File: src/rtl/fetch_pkg.sv
// Shared definitions for the instruction fetch sequencer.
// Holds the FSM state encoding, the default address map and the
// fetch-address legality helper.
package fetch_pkg;

  localparam int unsigned XLEN = 32;

  localparam logic [XLEN-1:0] DEF_RESET_PC = 32'h0040_0000;
  localparam logic [XLEN-1:0] DEF_MEM_LO   = 32'h0040_0000;
  localparam logic [XLEN-1:0] DEF_MEM_HI   = 32'h0040_0400;
  localparam logic [XLEN-1:0] INSTR_BYTES  = 32'd4;

  typedef enum logic [1:0] {
    REQ  = 2'd0,
    WAIT = 2'd1,
    HOLD = 2'd2,
    HALT = 2'd3
  } fetch_state_e;

  // A fetch address is usable when it is word aligned and inside [lo, hi].
  function automatic logic pc_legal(input logic [XLEN-1:0] pc,
                                    input logic [XLEN-1:0] lo,
                                    input logic [XLEN-1:0] hi);
    return (pc >= lo) && (pc <= hi) && (pc[1:0] == 2'b00);
  endfunction

endpackage

File: src/rtl/sat_counter.sv
// Saturating up-counter.
// Ports: clk, reset (async, active high), inc (count one), clear (sync
// zero, wins over inc), count (registered value, sticks at all-ones).
module sat_counter
  import fetch_pkg::*;
#(
  parameter int unsigned WIDTH = XLEN
) (
  input  logic             clk,
  input  logic             reset,
  input  logic             inc,
  input  logic             clear,
  output logic [WIDTH-1:0] count
);

  logic [WIDTH-1:0] count_q;
  logic [WIDTH-1:0] count_d;

  // Next value: clear, saturating increment, or hold.
  always_comb begin
    count_d = count_q;
    if (clear) begin
      count_d = '0;
    end else if (inc && (count_q != {WIDTH{1'b1}})) begin
      count_d = count_q + WIDTH'(1);
    end
  end

  always_ff @(posedge clk or posedge reset) begin
    if (reset) begin
      count_q <= '0;
    end else begin
      count_q <= count_d;
    end
  end

  assign count = count_q;

endmodule

File: src/rtl/fetch_sequencer.sv
// Instruction fetch sequencer: issues one fetch at a time to instruction
// memory, parks the returned word for decode, follows redirects and stops
// on an illegal fetch address.
// Ports:
//   clk, reset                         clock, async active-high reset
//   mem_req_valid/ready, mem_req_addr  fetch request handshake
//   mem_rsp_valid, mem_rsp_data        one-cycle response per request
//   instr_valid/ready, instr_data/pc   instruction offered to decode
//   redirect_valid, redirect_pc        taken branch / jump target
//   halted, fault                      stopped, and stopped on bad PC
//   instruction_count                  saturating delivered-instruction count
module fetch_sequencer
  import fetch_pkg::*;
#(
  parameter logic [31:0] RESET_PC = DEF_RESET_PC,
  parameter logic [31:0] MEM_LO   = DEF_MEM_LO,
  parameter logic [31:0] MEM_HI   = DEF_MEM_HI
) (
  input  logic        clk,
  input  logic        reset,
  output logic        mem_req_valid,
  output logic [31:0] mem_req_addr,
  input  logic        mem_req_ready,
  input  logic        mem_rsp_valid,
  input  logic [31:0] mem_rsp_data,
  output logic        instr_valid,
  output logic [31:0] instr_data,
  output logic [31:0] instr_pc,
  input  logic        instr_ready,
  input  logic        redirect_valid,
  input  logic [31:0] redirect_pc,
  output logic        halted,
  output logic        fault,
  output logic [31:0] instruction_count
);

  fetch_state_e state_q, state_d;
  logic [31:0]  pc_q, pc_d;
  logic         drop_q, drop_d;
  logic         mem_req_valid_q, mem_req_valid_d;
  logic         instr_valid_q, instr_valid_d;
  logic [31:0]  instr_data_q, instr_data_d;
  logic [31:0]  instr_pc_q, instr_pc_d;
  logic         halted_q, halted_d;
  logic         fault_q, fault_d;

  logic         count_inc;
  logic         enter_req;
  logic [31:0]  enter_pc;
  logic [31:0]  seq_pc;

  assign seq_pc = pc_q + INSTR_BYTES;

  // Next-state and registered-output logic.
  always_comb begin
    state_d         = state_q;
    pc_d            = pc_q;
    drop_d          = drop_q;
    mem_req_valid_d = 1'b0;
    instr_valid_d   = 1'b0;
    instr_data_d    = instr_data_q;
    instr_pc_d      = instr_pc_q;
    halted_d        = halted_q;
    fault_d         = fault_q;
    count_inc       = 1'b0;
    enter_req       = 1'b0;
    enter_pc        = pc_q;

    unique case (state_q)
      REQ: begin
        if (redirect_valid) begin
          pc_d = redirect_pc;
          if (mem_req_valid_q && mem_req_ready) begin
            // Old-address request already accepted: swallow its response.
            state_d = WAIT;
            drop_d  = 1'b1;
          end else begin
            enter_req = 1'b1;
            enter_pc  = redirect_pc;
          end
        end else if (mem_req_valid_q && mem_req_ready) begin
          state_d = WAIT;
        end else begin
          // Keep requesting; also the first issue right after reset.
          enter_req = 1'b1;
          enter_pc  = pc_q;
        end
      end

      WAIT: begin
        if (redirect_valid) begin
          pc_d = redirect_pc;
          if (mem_rsp_valid) begin
            drop_d    = 1'b0;
            enter_req = 1'b1;
            enter_pc  = redirect_pc;
          end else begin
            drop_d = 1'b1;
          end
        end else if (mem_rsp_valid) begin
          if (drop_q) begin
            drop_d    = 1'b0;
            enter_req = 1'b1;
            enter_pc  = pc_q;
          end else begin
            state_d       = HOLD;
            instr_valid_d = 1'b1;
            instr_data_d  = mem_rsp_data;
            instr_pc_d    = pc_q;
          end
        end
      end

      HOLD: begin
        if (redirect_valid) begin
          pc_d      = redirect_pc;
          enter_req = 1'b1;
          enter_pc  = redirect_pc;
        end else if (instr_ready) begin
          pc_d      = seq_pc;
          count_inc = 1'b1;
          enter_req = 1'b1;
          enter_pc  = seq_pc;
        end else begin
          instr_valid_d = 1'b1;
        end
      end

      HALT: begin
      end
    endcase

    // Every arrival in REQ re-validates the address before a request goes out.
    if (enter_req) begin
      if (pc_legal(enter_pc, MEM_LO, MEM_HI)) begin
        state_d         = REQ;
        mem_req_valid_d = 1'b1;
      end else begin
        state_d  = HALT;
        halted_d = 1'b1;
        fault_d  = 1'b1;
      end
    end
  end

  always_ff @(posedge clk or posedge reset) begin
    if (reset) begin
      state_q         <= REQ;
      pc_q            <= RESET_PC;
      drop_q          <= 1'b0;
      mem_req_valid_q <= 1'b0;
      instr_valid_q   <= 1'b0;
      instr_data_q    <= '0;
      instr_pc_q      <= '0;
      halted_q        <= 1'b0;
      fault_q         <= 1'b0;
    end else begin
      state_q         <= state_d;
      pc_q            <= pc_d;
      drop_q          <= drop_d;
      mem_req_valid_q <= mem_req_valid_d;
      instr_valid_q   <= instr_valid_d;
      instr_data_q    <= instr_data_d;
      instr_pc_q      <= instr_pc_d;
      halted_q        <= halted_d;
      fault_q         <= fault_d;
    end
  end

  sat_counter #(
    .WIDTH(XLEN)
  ) u_insn_count (
    .clk  (clk),
    .reset(reset),
    .inc  (count_inc),
    .clear(1'b0),
    .count(instruction_count)
  );

  assign mem_req_valid = mem_req_valid_q;
  assign mem_req_addr  = pc_q;
  assign instr_valid   = instr_valid_q;
  assign instr_data    = instr_data_q;
  assign instr_pc      = instr_pc_q;
  assign halted        = halted_q;
  assign fault         = fault_q;

endmodule

File: config.mk
export PLATFORM = sky130hd
export DESIGN_NAME = fetch_sequencer
export DESIGN_NICKNAME = d
export VERILOG_FILES = /design/src/rtl/fetch_pkg.sv /design/src/rtl/sat_counter.sv /design/src/rtl/fetch_sequencer.sv
export SDC_FILE = /design/constraint.sdc
export NUM_CORES = 1
export LEC_CHECK = 0
export BUFFER_PORTS_ARGS = -buffer_cell sky130_fd_sc_hd__buf_2
export CAP_MARGIN = 20
export CORE_MARGIN = 2
export CORE_UTILIZATION = 50
export DETAILED_ROUTE_END_ITERATION = 10
export PLACE_DENSITY = 0.79
export SYNTH_ARGS = -nofsm -noshare
export SYNTH_HDL_FRONTEND = slang
export SYNTH_HIERARCHICAL = 1
export SYNTH_SLANG_ARGS = --single-unit
File: constraint.sdc
create_clock -name clk -period 5.6 [get_ports clk]
set_input_delay 1.12 -clock clk [delete_from_list [all_inputs] [get_ports clk]]
set_output_delay 1.12 -clock clk [all_outputs]
set_load 0.01 [all_outputs]
After elaboration in Yosys (flattened, before gate mapping)
Cells that the tools add are included.
{"block": "word_totals", "ff_bits": 134, "output_inout_bits": 132, "elab_cells": 82, "input_bits": 70}
{"block": "classes", "bitwise": 3, "n_lt_le_gt_ge": 2, "n_addsub": 2, "muxes": 40, "n_reduce_logical": 15, "n_eq_ne": 11}
{"cell": "$mux 32", "n": 7}
{"cell": "$pmux 32 s3", "n": 1}
{"cell": "$pmux 32 s2", "n": 1}
{"cell": "$add 32x1->32 const B", "n": 1}
{"cell": "$add 32x3->32 const B", "n": 1}
{"cell": "$ge 32x23->1 const B", "n": 1}
{"cell": "$le 32x23->1 const B", "n": 1}
{"cell": "$ne 32x32->1 const B", "n": 1}
{"cell": "$mux 1", "n": 21}
{"cell": "$ne 3x3->1 const B", "n": 5}
{"cell": "$mux 2", "n": 6}
{"cell": "$reduce_and 4->1", "n": 2}
{"cell": "$reduce_and 5->1", "n": 1}
{"cell": "$logic_and 1x1->1", "n": 4}
{"cell": "$logic_not 2->1", "n": 2}
{"cell": "$ne 2x2->1 const B", "n": 2}
{"cell": "$pmux 1 s2", "n": 2}
{"cell": "$pmux 2 s2", "n": 1}
{"cell": "$reduce_and 2->1", "n": 2}
{"cell": "$reduce_bool 2->1", "n": 2}
{"cell": "$not 1->1", "n": 3}
{"cell": "$pmux 1 s3", "n": 1}
{"cell": "$reduce_bool 3->1", "n": 1}
{"cell": "$eq 2x1->1 const B", "n": 1}
{"cell": "other kinds (3)", "n": 3}

Depth between registers and ports, before layout
Gate-level depths: netlist of the first run.
{"block": "logic_depth", "ltp_word": 9, "mapped_depth": 12}

Hierarchy
The synthesis of the first run kept the hierarchy.
{"module": "fetch_sequencer", "area_each_um2": 6353.6, "cells_each": 680, "n_inst": 1}
{"module": "sat_counter", "area_each_um2": 1911.8, "cells_each": 199, "n_inst": 1}

Worst setup path before layout of the first run
No wires, ideal clock.
{"block": "synth_timing", "kind": "input port to flip-flop", "startpoint": "input instr_ready", "endpoint": "register state_q[0]", "required_time_ns": 5.468, "n_path_buf": 1, "arrival_time_ns": 3.229, "path_slack_ns": 2.239, "cell_stages": 9, "setup_ns": 0.132, "cell_sequence": "buf_2 > nand4_1 > or4_1 > xor2_1 > o22ai_1 > a211o_1 > a2111o_1 > nor4_2 > a21oi_1"}
{"block": "synth_between", "elab_chain_len": 8, "word_cells_on_any_way": 19, "classes_between": "2 x order compare; 4 x eq/ne; 8 x mux; 5 x reduce/logical"}
{"element": "from (decl)", "line": "fetch_sequencer.sv:29", "rtl": "input logic instr_ready,"}
{"element": "$mux 32 (2 in series)"}
{"element": "$pmux 32 s3", "line": "fetch_sequencer.sv:69", "rtl": "unique case (state_q)"}
{"element": "$ge 32x23->1 or $le 32x23->1 (tied branches)", "line": "fetch_pkg.sv:24", "rtl": "return (pc >= lo) && (pc <= hi) && (pc[1:0] == 2'b00);"}
{"element": "$logic_and 1x1->1 (2 in series)", "line": "fetch_pkg.sv:24"}
{"element": "$mux 2", "line": "fetch_sequencer.sv:135", "rtl": "if (pc_legal(enter_pc, MEM_LO, MEM_HI)) begin"}
{"element": "$mux 2", "line": "fetch_sequencer.sv:134", "rtl": "if (enter_req) begin"}
{"element": "to (signal assigned)", "line": "fetch_sequencer.sv:158", "rtl": "state_q <= state_d;"}
{"element": "to (decl)", "line": "fetch_sequencer.sv:37", "rtl": "fetch_state_e state_q, state_d;"}
Parallel ways exist; a longest one is shown, timed or not.
A chain may end at the register's enable or synchronous reset.

Final worst setup path of the first run
{"block": "layout_timing", "startpoint": "input redirect_valid", "endpoint": "register state_q[0]"}
{"block": "layout_between", "elab_chain_len": 7, "word_cells_on_any_way": 20, "classes_between": "2 x order compare; 4 x eq/ne; 9 x mux; 5 x reduce/logical"}
{"element": "from (decl)", "line": "fetch_sequencer.sv:30", "rtl": "input logic redirect_valid,"}
{"element": "$mux 32 (on tied branches)"}
{"element": "$pmux 32 s3", "line": "fetch_sequencer.sv:69"}
{"element": "$ge 32x23->1 or $le 32x23->1 (tied branches)", "line": "fetch_pkg.sv:24"}
{"element": "$logic_and 1x1->1 (2 in series)", "line": "fetch_pkg.sv:24"}
{"element": "$mux 2", "line": "fetch_sequencer.sv:135"}
{"element": "$mux 2", "line": "fetch_sequencer.sv:134"}
Parallel ways exist; a longest one is shown, timed or not.

==> results of run 1 <==
[path summary, 6_finish.rpt]
kind	end	slack, ns
setup / recovery	state_q[0]$_DFFE_PP0P_	1.59
hold / removal	instr_pc[10]$_DFFE_PP0P_	0.50
setup reg to reg	u_insn_count/count[27]$_DFFE_PP0P_	1.85
hold reg to reg	instr_pc[10]$_DFFE_PP0P_	0.50
max in group asynchronous	instr_pc[22]$_DFFE_PP0P_	3.71
min in group asynchronous	u_insn_count/count[6]$_DFFE_PP0P_	0.81
[cell families after synthesis]
logic type	share of synthesized area
mux	0.108
flops	0.406
other cells	0.000454
buf+inv	0.0569
compound gates	0.186
xor+xnor	0.0212
simple gates	0.213
fa+ha+maj	0.00908
[worst reg2reg max path, cell delays in order (launching register included)]
cell and delay, ns:
dfrtp_1 0.43, inv_1 0.15, ha_1 0.16, buf_4 0.30
nor2b_4 0.68, and2_1 0.35, nand2_1 0.10, or3_1 0.59
a21o_1 0.29, or4_1 0.47, a21oi_1 0.14
[stage by stage]
stage	total power, mW	setup slack (ns)	instances
CTS	3.30	1.73	1275
floorplan	1.88	1.81	881
detailed placement	2.16	1.29	1243
finish	3.31	1.59	1277
global route	3.47	1.53	1276
global placement	2.15	1.34	1243
[routing by layer]
| layer | share of wire | routed length [um] | global-route usage | up-vias |
|---|---|---|---|---|
| li1 | - | - | - | 3626 |
| met1 | 0.41 | 10300 | 0.374 | 3814 |
| met2 | 0.47 | 11700 | 0.440 | 479 |
| met3 | 0.10 | 2510 | 0.0881 | 47 |
| met4 | 0.019 | 466 | 0.0884 | 2 |
| met5 | 0.00044 | 11 | 0 | - |
[state kept, by name (all words and copies together) (netlist names)]
| signal | cells |
|---|---|
| instr_valid | 1 |
| instr_pc | 32 |
| u_insn_count/count | 32 |
| state_q | 2 |
| mem_req_valid | 1 |
| fault | 1 |
| drop_q | 1 |
| mem_req_addr | 32 |
| instr_data | 32 |
[cell usage in the layout, fill, tap and decap left out, types with 17 or more instances in the layout]
master     Yosys  final
clkbuf_16      0     17
o21ai_0       41     41
nor3_1        20     19
a21oi_1       57     57
or3_1         17     17
inv_1         22     21
dfrtp_1      133    133
nor2_1        82     82
buf_2          7    201
nand4_1       22     22
nand3_1       24     24
nand2_1       58     58
mux2_2        69     69
nor4_1        25     25
[report_power, final]
part | internal [mW] | switching, mW | leakage, nW
Sequential | 1.07 | 0.312 | 1.77
Combinational | 0.310 | 0.475 | 2.45
Clock | 0.666 | 0.478 | 0.280
Total | 2.05 | 1.26 | 4.50
[cell type report]
| type | count | area (sq um) | share of cell area |
|---|---|---|---|
| multi-input combinational | 654 | 4470 | 0.453 |
| clock buffer | 17 | 425 | 0.0431 |
| inverter | 23 | 88.8 | 0.00900 |
| tap | 220 | 275 | 0.0279 |
| sequential | 134 | 3350 | 0.340 |
| antenna | 2 | 5.00 | 0.000507 |
| clock inverter | 15 | 168 | 0.0170 |
| timing repair buffer | 212 | 1090 | 0.110 |
==> results.ini, run 1 <==
[floorplan]
io_pins=202
start_util=0.506
die_area_sq_um=17600
die_y_um=133
rows=47
die_w_um=133
core_area_sq_um=16300

[sta]
worst_slew_pin_slew_ns=0.997
setup_viol_count_final=0
fmax_mhz=249
rsz0062_at_grt=false
fin_tns_setup_ns=0
slew_viol_final=0
relSlewSlack=0.329
timing.final.crit_share=0.716
whs_ns=0.498
finClkSkew_ns=0.00888
post-route-min-period_ns=4.01
finalHoldViolations=0

[outcome]
status=finished clean

[synth]
synthDistinctLibCells=86
synth_edf_count=0
ys_ff_latch=134
async_flop_share=1.00
synth_top_area_frac=0.403
synth_top_area_cell=dfrtp_1
syn_inst=879
syn_area_per_cell_sq_um=9.40
synth_common_cells=dfrtp_1 (133), nor2_1 (82), mux2_2 (69), nand2_1 (58), a21oi_1 (57)
synth_warnings=6
syn_area_sq_um=8270
synth_ff_type=dfrtp_1
synth-seq-area-share=0.406
yosysMostFrequentCell=dfrtp_1
synth.area.top_cells=dfrtp_1 (40%), mux2_2 (9.4%), nor2_1 (3.7%)

[worst_setup_path]
crit_chain=buf_2, inv_1, buf_4, o21ai_0, a31oi_1, o221ai_1, or4b_1, a2111o_1, nor4_2, a21oi_1
critical-path-max-stage-delay_ns=0.55
crit_start=redirect_valid
cp_slowest_cell=buf_2
cp_data_arrival_time_ns=4.30
ff2ff_path_depth=10
critPathTopFamily=buffers and inverters
worstSetupPathType=in2reg
crit_cells=10
cp_max_fo=33
end_kind=register
r2r_start=state_q[0]$_DFFE_PP0P_
path_buf_inv=3
crit_required_ns=5.89
start_kind=input pin

[global_route]
track_usage=0.281
antenna_found_initial=3
grt_pass1_wl_um=39500
grt_start_max_net_pins=66
overflow=0
grt_pass1_vias=7340

[clock_network]
clk_latency_ns=0.42
htree_num_levels=4
ctsLongestPathBuffers=2
clk_pin_slew_ns=0.06
cts_buffers=17
holdBufCountCts=0
cts_tree=built
cts_resized=0
cts_root_buf=clkbuf_16
cts.sinks=134
cts_setup_buffers=0

[layout]
area_delta_synth_final_pct=19.5
nets=1118
final_util=0.604
fillers=1458
finalInstanceArea_sq_um=9870
layout-drive-gt1-share=0.338

[drt]
drc=0
detail-route-antenna-nets=0
drt_first_pass_iters=6
drt_iter0_markers=646
wirelength_um=25000
via_per_inst=6.24
routed-via-count=7968
wl_per_cell_um=19.6

[place]
placed_area_sq_um=9280
numPortBuffers=201
place_hpwl_um=17600
gp_congestion=0.969

[pwr]
ir_drop_mv=0.219
p_leak_nw=4.50
pwr_density_cell_nw_per_um2=336

[hold_path]
hold_depth=1
worstHoldStart=instr_pc[10]$_DFFE_PP0P_
hold_path_class=reg2reg

[flow_run]
cap_violations=0

(Power assumes the default switching activity.)
==> run 2, diff against run 1 <==
CORE_UTILIZATION = 49   (was 50)
PLACE_DENSITY = 0.81   (was 0.79)
clock period = 3.3 ns   (was 5.6 ns; I/O delays follow)
==> results.ini, run 2 (synthesis gave the netlist of run 1 again) <==
[outcome]
status=finished clean

[worst_setup_path]
ff2ff_path_depth=11  ; +1
r2r_start=state_q[1]$_DFFE_PP0P_
cp_max_fo=6  ; -82%
end_kind=register
start_kind=register
r2r_end=fault$_DFFE_PP0P_
cp_data_arrival_time_ns=3.45  ; -0.85 ns
reg2reg_slack_ns=0.15  ; -1.70 ns
worstSetupPathType=reg2reg
crit_required_ns=3.60  ; -2.29 ns

[floorplan]
io_pins=202  ; unchanged
core_area_sq_um=16500  ; +1.1%
die_area_sq_um=17900  ; +2.0%
start_util=0.500  ; -0.00540
die_w_um=134  ; +0.98%
rows=47  ; unchanged
die_y_um=134  ; +0.98%

[layout]
layout-drive-gt1-share=0.375  ; +0.0362
seqCellArea_sq_um=3360  ; about the same
finalInstanceArea_sq_um=10300  ; +4.5%
antenna_cells=0  ; -2
nets=1171  ; +4.7%
multi_input_area_sq_um=4490  ; +0.48%
layout_commonest_cell=buf_2
area_delta_synth_final_pct=24.8
final_cell_mix=buf_2 (201), dfrtp_1 (132), nor2_1 (82), mux2_2 (69), buf_4 (61)
fillers=1376  ; -5.6%

[sta]
finClkSkew_ns=0.00786  ; -0.00103 ns
fmax_mhz=317
timing.final.crit_share=0.956
worst_slew_pin_slew_ns=0.991  ; -0.00556 ns
relSlewSlack=0.333  ; +0.00374
finalHoldViolations=0  ; unchanged
setup_viol_count_final=0  ; unchanged
post-route-min-period_ns=3.15
worst_slack_ns=0.146  ; -1.44 ns
slew_viol_final=0  ; unchanged

[clock_network]
ctsLongestPathBuffers=2  ; unchanged
cts_tree=built
cts.sinks=134  ; unchanged
clk_pin_slew_ns=0.06  ; about the same
cts_buffers=17  ; unchanged
clk_latency_ns=0.43  ; about the same
htree_num_levels=4  ; unchanged
cts_root_buf=clkbuf_16

[hold_path]
hold_path_class=in2async

[global_route]
overflow=0  ; unchanged
grt_start_max_net_pins=61  ; -7.6%
grt_pass1_wl_um=41400  ; +4.9%
grt_pass1_vias=7933  ; +8.1%
track_usage=0.290  ; +0.00835
antenna_found_initial=2  ; -1

[pwr]
p_switching_mw=2.21  ; +75%
pwr_density_cell_nw_per_um2=562  ; +68%
clkPwrFrac=0.325  ; -0.020
power.share.sequential=0.371  ; -0.047
p_leak_nw=4.75  ; +5.6%
power_frac_comb=0.304  ; +0.067
sw_frac_of_total=0.381  ; -0.00110
internal_power_mw=3.59  ; +75%
ir_drop_mv=0.353  ; +61%

[drt]
wl_per_cell_um=19.6  ; -0.13%
routed-via-count=8237  ; +3.4%
via_per_inst=6.20  ; -0.59%
wirelength_um=26000  ; +3.9%
drc=0  ; unchanged
detail-route-antenna-nets=0  ; unchanged
drt_iter0_markers=852  ; +32%
drt_first_pass_iters=5  ; -1

[place]
placed_area_sq_um=9700  ; +4.6%
pre_cts_ws_ns=0.0992  ; -1.19 ns
place_hpwl_um=18900  ; +7.5%
numPortBuffers=201  ; unchanged
gp_congestion=0.999  ; +3.1%

[flow_run]
cap_violations=0  ; unchanged

run 2: changes by cell type in the layout (fill, tap and decap cells not counted), sizes merged:
cell / previous run / this run
clkinvlp: 4 / 6
inv: 29 / 28
diode: 2 / 0
clkbuf: 17 / 18
bufinv: 2 / 1
clkinv: 3 / 2
buf: 212 / 265
run 2: power groups by stage:
stage	clock, mW	sequential [mW]	combinational [mW]
after floorplan	0	2.10	1.09
after global placement	0	2.17	1.69
final	1.89	2.15	1.76
after detailed placement	0	2.17	1.72
after CTS	1.91	2.15	1.73
after global routing	1.99	2.18	1.92
run 2: layout make-up:
class	count	share of cell area
Multi-Input combinational cell	654	0.435
Clock buffer	18	0.0426
Clock inverter	14	0.0138
Inverter	23	0.00873
Sequential cell	134	0.325
Timing Repair Buffer	265	0.148
Tap cell	220	0.0267
run 2: metal layers:
| metal | up-vias | wire length [um] | track usage |
|---|---|---|---|
| li1 | 3720 | - | - |
| met1 | 3957 | 10300 | 0.379 |
| met2 | 463 | 12200 | 0.457 |
| met3 | 93 | 2640 | 0.0726 |
| met4 | 4 | 905 | 0.127 |
| met5 | - | 21 | 0 |
run 2: through the flow:
stage | instances | hold WS [ns] | utilization | total power, mW | TNS, ns
after global placement | 1295 | 0.483 | 0.587 | 3.86 | 0
final | 1328 | 0.174 | 0.624 | 5.80 | 0
after detailed placement | 1295 | 0.490 | 0.587 | 3.89 | 0
after global routing | 1328 | 0.180 | 0.624 | 6.09 | -0.0232
after floorplan | 881 | 0.529 | - | 3.19 | 0
after CTS | 1327 | 0.169 | 0.622 | 5.78 | 0
run 2: what timing repair did:
item	CTS	global route
gates resized for setup	0	6
endpoints found under the setup margin	0	3
setup buffers	0	1
hold buffers	0	0
run 2: worst max-delay path by stage:
stage / startpoint / endpoint / slack, ns / depth (start not counted)
after floorplan: state_q[1]$_DFFE_PP0P_ / state_q[0]$_DFFE_PP0P_ / 0.36 / 12
after global placement: instr_ready / state_q[1]$_DFFE_PP0P_ / 0.13 / 9
after detailed placement: instr_ready / state_q[0]$_DFFE_PP0P_ / 0.1 / 9
after CTS: state_q[0]$_DFFE_PP0P_ / state_q[0]$_DFFE_PP0P_ / 0.12 / 10
after global routing: state_q[1]$_DFFE_PP0P_ / state_q[0]$_DFFE_PP0P_ / -0.01 / 11
final: state_q[1]$_DFFE_PP0P_ / fault$_DFFE_PP0P_ / 0.15 / 11
run 2: critical path: stages (launching register included):
cell and delay, ns:
dfrtp_1 0.38, inv_1 0.14, ha_2 0.25, buf_4 0.16, nand2b_1 0.10, nand3_1 0.12, a221o_2 0.41, o221ai_1 0.20
or4b_1 0.47, a2111o_1 0.47, nor4_2 0.27, a21oi_1 0.07
